--- config.mk ---
export PLATFORM = sky130hd
export DESIGN_NAME = dmem_lane_arbiter
export DESIGN_NICKNAME = d
export VERILOG_FILES = /design/src/rtl/dmem_pkg.sv /design/src/rtl/dmem_lane_steer.sv /design/src/rtl/dmem_lane_arbiter.sv
export SDC_FILE = /design/constraint.sdc
export NUM_CORES = 1
export LEC_CHECK = 0
export ABC_AREA = 1
export CORE_ASPECT_RATIO = 1.1
export CORE_MARGIN = 2
export CORE_UTILIZATION = 48
export DETAILED_ROUTE_END_ITERATION = 10
export PLACE_DENSITY = 0.95
export SLEW_MARGIN = 15
export SYNTH_ARGS = -nofsm -noshare
export SYNTH_HDL_FRONTEND = slang
export SYNTH_HIERARCHICAL = 1
export SYNTH_SLANG_ARGS = --single-unit
export TNS_END_PERCENT = 5
--- constraint.sdc ---
create_clock -name clk_i -period 9.4 [get_ports clk_i]
set_input_delay 1.88 -clock clk_i [delete_from_list [all_inputs] [get_ports clk_i]]
set_output_delay 1.88 -clock clk_i [all_outputs]
set_load 0.03 [all_outputs]
--- src/rtl/dmem_pkg.sv ---
// Shared definitions for the data-memory lane arbiter: funct3 size codes,
// FSM state encoding and lane geometry.
package dmem_pkg;

  localparam int LANE_AW = 14;  // word address bits per byte lane (16384 entries)
  localparam int NLANE   = 4;   // byte lanes per 32-bit word

  // RV32 load/store funct3 encodings
  localparam logic [2:0] F3_B  = 3'b000;
  localparam logic [2:0] F3_H  = 3'b001;
  localparam logic [2:0] F3_W  = 3'b010;
  localparam logic [2:0] F3_BU = 3'b100;
  localparam logic [2:0] F3_HU = 3'b101;

  typedef enum logic [1:0] {
    ST_IDLE,
    ST_ACCESS,
    ST_RESP
  } state_e;

endpackage

--- src/rtl/dmem_lane_steer.sv ---
// Combinational size/offset decode for one 32-bit data access spread over
// four byte lanes: lane addresses, write enables, write bytes, load-data
// assembly with sign/zero extension, and the error flag.
// Macro DMEM_MISALIGN_EN: when defined, misaligned H/W accesses are legal and
// split across two word rows; otherwise they are flagged as errors.
module dmem_lane_steer
  import dmem_pkg::*;
(
  input  logic                            we,
  input  logic [2:0]                      funct3,
  input  logic [15:0]                     addr,
  input  logic [31:0]                     wdata,
  input  logic [NLANE-1:0][7:0]           lane_rdata,
  output logic [NLANE-1:0][LANE_AW-1:0]   lane_addr,
  output logic [NLANE-1:0]                lane_wren,
  output logic [NLANE-1:0][7:0]           lane_wdata,
  output logic [31:0]                     rdata,
  output logic                            err
);

  logic [LANE_AW-1:0]      word;
  logic [1:0]              off;
  logic [2:0]              nbytes;
  logic                    legal;
  logic                    misalign;
  logic [NLANE-1:0][1:0]   idx;      // access byte index carried by each lane
  logic [NLANE-1:0]        touched;
  logic [31:0]             raw;

  assign word = addr[15:2];
  assign off  = addr[1:0];

  // Size decode; unsigned variants are load-only.
  always_comb begin
    // NOTE: every output of a combinational block gets a default first, so no
    // path leaves it unassigned and no latch is inferred.
    nbytes = 3'd0;
    legal  = 1'b0;
    case (funct3)
      F3_B:    begin nbytes = 3'd1; legal = 1'b1; end
      F3_H:    begin nbytes = 3'd2; legal = 1'b1; end
      F3_W:    begin nbytes = 3'd4; legal = 1'b1; end
      F3_BU:   begin nbytes = 3'd1; legal = !we;  end
      F3_HU:   begin nbytes = 3'd2; legal = !we;  end
      default: begin nbytes = 3'd0; legal = 1'b0; end
    endcase
  end

`ifdef DMEM_MISALIGN_EN
  assign misalign = 1'b0;
`else
  assign misalign = ((nbytes == 3'd2) && (off == 2'd3)) ||
                    ((nbytes == 3'd4) && (off != 2'd0));
`endif

  assign err = !legal || misalign;

  // Per-lane steering: lane l carries access byte (l - off) mod 4; lanes below
  // the offset belong to the next word row (wrapping 16383 -> 0).
  always_comb begin
    idx        = '0;
    touched    = '0;
    lane_addr  = '0;
    lane_wren  = '0;
    lane_wdata = '0;
    raw        = '0;
    for (int l = 0; l < NLANE; l++) begin
      idx[l]        = 2'(l) - off;
      touched[l]    = ({1'b0, idx[l]} < nbytes);
      lane_addr[l]  = (touched[l] && (2'(l) < off)) ? word + LANE_AW'(1) : word;
      lane_wren[l]  = we && touched[l] && !err;
      lane_wdata[l] = wdata[8*idx[l] +: 8];
      raw[8*idx[l] +: 8] = lane_rdata[l];
    end
  end

  // Load extension; stores and errors return zero.
  always_comb begin
    rdata = '0;
    if (!we && !err) begin
      case (funct3)
        F3_B:    rdata = {{24{raw[7]}},  raw[7:0]};
        F3_H:    rdata = {{16{raw[15]}}, raw[15:0]};
        F3_BU:   rdata = {24'b0, raw[7:0]};
        F3_HU:   rdata = {16'b0, raw[15:0]};
        default: rdata = raw;
      endcase
    end
  end

endmodule

--- src/rtl/dmem_lane_arbiter.sv ---
// Two-port round-robin arbiter and access sequencer for the four byte-lane
// data RAMs (64 KiB). One transaction every three cycles:
// IDLE (handshake) -> ACCESS (lanes driven, response captured) -> RESP (strobe).
// Macro DMEM_MISALIGN_EN (handled in dmem_lane_steer) enables misaligned H/W.
module dmem_lane_arbiter #(
  parameter int LANE_AW = dmem_pkg::LANE_AW,
  parameter int NPORT   = 2
) (
  input  logic                                    clk_i,
  input  logic                                    rst_i,
  input  logic [NPORT-1:0]                        m_valid_i,
  output logic [NPORT-1:0]                        m_ready_o,
  input  logic [NPORT-1:0]                        m_we_i,
  input  logic [NPORT-1:0][2:0]                   m_funct3_i,
  input  logic [NPORT-1:0][31:0]                  m_addr_i,
  input  logic [NPORT-1:0][31:0]                  m_wdata_i,
  output logic [NPORT-1:0]                        m_rsp_valid_o,
  output logic [31:0]                             rsp_rdata_o,
  output logic                                    rsp_err_o,
  output logic [dmem_pkg::NLANE-1:0][LANE_AW-1:0] lane_addr_o,
  output logic [dmem_pkg::NLANE-1:0]              lane_wren_o,
  output logic [dmem_pkg::NLANE-1:0][7:0]         lane_wdata_o,
  input  logic [dmem_pkg::NLANE-1:0][7:0]         lane_rdata_i
);

  import dmem_pkg::*;

  state_e       state;
  logic         last_grant;
  logic         owner;
  logic         grant;
  logic         req_we;
  logic [2:0]   req_funct3;
  logic [15:0]  req_addr;
  logic [31:0]  req_wdata;

  logic [NLANE-1:0]  st_wren;
  logic [31:0]       st_rdata;
  logic              st_err;
  logic              unused_addr_hi;

  // Upper address bits lie outside the 64 KiB window and are ignored.
  assign unused_addr_hi = ^{m_addr_i[0][31:16], m_addr_i[1][31:16]};

  // Round-robin pick: a lone requester wins, a tie goes away from last_grant.
  always_comb begin
    grant = 1'b0;
    if (m_valid_i[0] && m_valid_i[1]) grant = ~last_grant;
    else if (m_valid_i[1])            grant = 1'b1;
  end

  assign m_ready_o = ((state == ST_IDLE) && !rst_i)
                     ? (m_valid_i & (NPORT'(1) << grant)) : '0;

  dmem_lane_steer u_steer (
    .we         (req_we),
    .funct3     (req_funct3),
    .addr       (req_addr),
    .wdata      (req_wdata),
    .lane_rdata (lane_rdata_i),
    .lane_addr  (lane_addr_o),
    .lane_wren  (st_wren),
    .lane_wdata (lane_wdata_o),
    .rdata      (st_rdata),
    .err        (st_err)
  );

  // Writes reach the lanes only during the single ACCESS cycle.
  assign lane_wren_o = (state == ST_ACCESS) ? st_wren : '0;

  // Sequencer: latch the granted request, run the access, strobe the owner.
  always_ff @(posedge clk_i) begin
    // NOTE: all state here is updated with non-blocking assignments so every
    // register samples pre-edge values regardless of statement order.
    if (rst_i) begin
      state         <= ST_IDLE;
      last_grant    <= 1'b1;
      owner         <= 1'b0;
      req_we        <= 1'b0;
      req_funct3    <= '0;
      req_addr      <= '0;
      req_wdata     <= '0;
      m_rsp_valid_o <= '0;
      rsp_rdata_o   <= '0;
      rsp_err_o     <= 1'b0;
    end else begin
      case (state)
        ST_IDLE: begin
          if (|m_ready_o) begin
            req_we     <= m_we_i[grant];
            req_funct3 <= m_funct3_i[grant];
            req_addr   <= m_addr_i[grant][15:0];
            req_wdata  <= m_wdata_i[grant];
            last_grant <= grant;
            owner      <= grant;
            state      <= ST_ACCESS;
          end
        end
        ST_ACCESS: begin
          rsp_rdata_o   <= st_rdata;
          rsp_err_o     <= st_err;
          m_rsp_valid_o <= NPORT'(1) << owner;
          state         <= ST_RESP;
        end
        ST_RESP: begin
          m_rsp_valid_o <= '0;
          state         <= ST_IDLE;
        end
        default: state <= ST_IDLE;
      endcase
    end
  end

endmodule

==> qor.yml <==
run_status:
  status: "finished, final reports clean"
cts:
  ctsResizeCount: 0
  cts.path.max_buffers: 2
  root_buffer: "clkbuf_16"
  clk_pin_slew_ns: 0.06
  cts_made_buffers: 9
  hold_buffers: 0
  htreeDepth: 3
  cts.sinks: 91
  cts_tree: "yes"
  postCtsSetupBuffers: 0
  clock_latency_ns: 0.35
grt:
  grt_pass1_vias: 8209
  grt_max_degree: 94
  antenna_found_initial: 0
  gr-total-overflow: 0
  grtUsageTotal_pct: 30.2
  grt_pass1_wl_um: 40300
drt:
  final_antenna_net_count: 0
  first_iter_violations: 909
  wirelength_um: 26400
  vias: 9203
  drtPass1Iterations: 6
  via_per_inst: 5.47
  wire_per_inst_um: 15.7
  drc: 0
setup_path:
  r2r_cells: 15
  path_buf_inv: 3
  crit_cells: 10
  critPathSlowestCell: "ha_1"
  path_delay_family: "buffers and inverters"
  path_common_cell: "ha_1"
  critPathCaptureType: "output pin"
  cp.arrival_ns: 5.67
  critical-path-max-stage-delay_ns: 1.06
  setup.worst_path.start_class: "flop"
  worstPathMaxFanout: 26
  worst-endpoint-required_ns: 7.52
  crit_chain: "clkinv_1, ha_1, inv_2, ha_1, a21oi_1, nor2_1, nor2_2, nand2_1, o21ai_0, clkdlybuf4s50_1"
  critPathKind: "flop to output pin"
synth:
  syn-cell-area_um2: 7570
  netlist_instances: 1283
  synth-seq-cells: 91
  synth_fp_nets: 1471
  yosysSeqAreaShare_pct: 24.1
  ys_top_cells_by_area: "dfxtp_1, nand2_1, nor2_1, o21ai_0, nand3_1"
  yosys_warnings: 6
  synth_top_area_share_pct: 24.1
  syn_area_per_cell_um2: 5.90
  synth_top_area_cell: "dfxtp_1"
  ys_types: 37
place:
  dpl.cell_count: 1667
  dp.final_hpwl_um: 19200
  io_buffers: 268
  gp_congestion: 0.996
cells_and_area:
  layout-drive-gt1-share_pct: 4.45
  layout_commonest_cell: "nand2_1"
  diodes: 0
  nets: 1666
  syn_to_final_growth_pct: 36.9
  final_cells: 1683
  layout_common_cells: "nand2_1, clkdlybuf4s50_1, nor2_1"
  fillers: 1387
timing:
  relSlewSlack_pct: 36.8
  fin_crit_ns: 7.55
  max_slew.worst_pin.slew_ns: 0.946
  rsz0062_at_grt: "false"
  slew_violations: 0
  fin_worst_skew_ns: 0.0124
  period_share_pct: 80.3
  fmax_ghz: 0.133
  setup-tns-final_ns: 0
  hold_viol: 0
  finalSetupViolations: 0
flow_run:
  drv_cap: 0
floorplan:
  die_y_um: 136
  dieArea_um2: 16800
  io_pins: 301
  die-width_um: 124
  row_count: 48
  start_util_pct: 48.6
  fp.coreArea_um2: 15600
power:
  p_leak_uw: 0.00473
  power_density_nw_per_um2: 266
  peakVddDrop_uv: 155
worst_hold_path:
  hp-class: "flop to flop"
  min_path_cells: 2
-- state kept, by name, indices dropped and copies added, names as in the netlist --
register / count
owner: 1
state: 2
req_funct3: 3
req_we: 1
rsp_err_o: 1
last_grant: 1
m_rsp_valid_o: 2
rsp_rdata_o: 32
req_wdata: 32
req_addr: 16
-- metrics by stage --
stage	setup slack, ns	hold slack (ns)	utilization (%)	cell area (um^2)	power (uW)
final	1.85	0.481	66.6	10400	2760
after global routing	1.41	0.524	66.6	10400	2930
after CTS	1.87	0.486	66.6	10400	2740
after detailed placement	2.26	0.477	64.6	10000	2350
after global placement	2.54	0.474	64.6	10000	2320
after floorplan	4.42	0.455	-	7570	1750
-- metal layers --
layer,part of all wire [%],routed length (um),vias up,GRT usage [%]
met5,0,0,-,0
met3,9.0,2390,96,5.89
li1,-,-,4494,-
met1,40,10500,4111,37.3
met4,4.9,1290,0,15.2
met2,46,12300,502,49.7
-- kinds of logic after synthesis --
logic type / Yosys count / share of synthesized area [%]
adders and majority gates: 16 / 2.65
xor gates and xnor gates: 15 / 1.74
muxes: 32 / 4.23
buffers and inverters: 202 / 12.2
and+or+nand+nor: 671 / 37.2
AOI/OAI and AO/OA: 256 / 17.9
DFF: 91 / 24.1
-- report_power, final --
| part | internal (uW) | switching (uW) | leakage [uW] | total (uW) |
|---|---|---|---|---|
| registers | 503 | 97.9 | 0.000750 | 601 |
| clock network | 233 | 151 | 0.000153 | 385 |
| logic | 622 | 1150 | 0.00383 | 1770 |
-- final cells by class --
cell class	count	area, um^2	area share (%)
Multi-Input combinational cell	990	4820	46.5
Timing Repair Buffer	274	2720	26.3
Sequential cell	91	1820	17.6
Inverter	112	423	4.08
Tap cell	200	250	2.42
Clock buffer	10	229	2.21
Clock inverter	6	90.1	0.870
-- final timing paths --
check / startpoint / to / slack (ns)
worst max-delay path: req_addr[1] / lane_addr_o[37] / 1.85
worst min register to register: owner / m_rsp_valid_o[1] / 0.48
worst min-delay path: owner / m_rsp_valid_o[1] / 0.48
worst max register to register: req_addr[1] / rsp_rdata_o[23] / 4.53
-- cells in the mapped netlist --
master and n:
nand3_4 2, o211ai_1 15, dfxtp_1 91, a221oi_1 3, inv_2 8, buf_1 5
inv_4 1, o21ai_0 153, nand2_2 3, nand2_4 2, a21oi_1 52, nand3_1 85
nor2_1 231, nand4_4 1, a211oi_1 2, buf_6 7, mux2i_1 32, nand4_2 1
o31ai_4 1, inv_1 102, buf_2 23, nor2_4 6, ha_1 16, nand4_1 4
o21ai_2 1, nor3_1 8, clkbuf_1 33, o22ai_1 1, o21ai_1 28, clkbuf_2 1
buf_4 21, xnor2_1 2, nor2_2 14, xor2_1 13, nand2_1 312, clkinv_1 1
nand3_2 2
-- tightest hold or removal path, delay by kind of cell (launching register included) --
family	cells	cell delay [ns]
flip-flops	1	0.32
AND/OR/NAND/NOR	1	0.06
AO/OA/AOI/OAI	1	0.05
No activity file was read; power rests on OpenSTA's default activity.
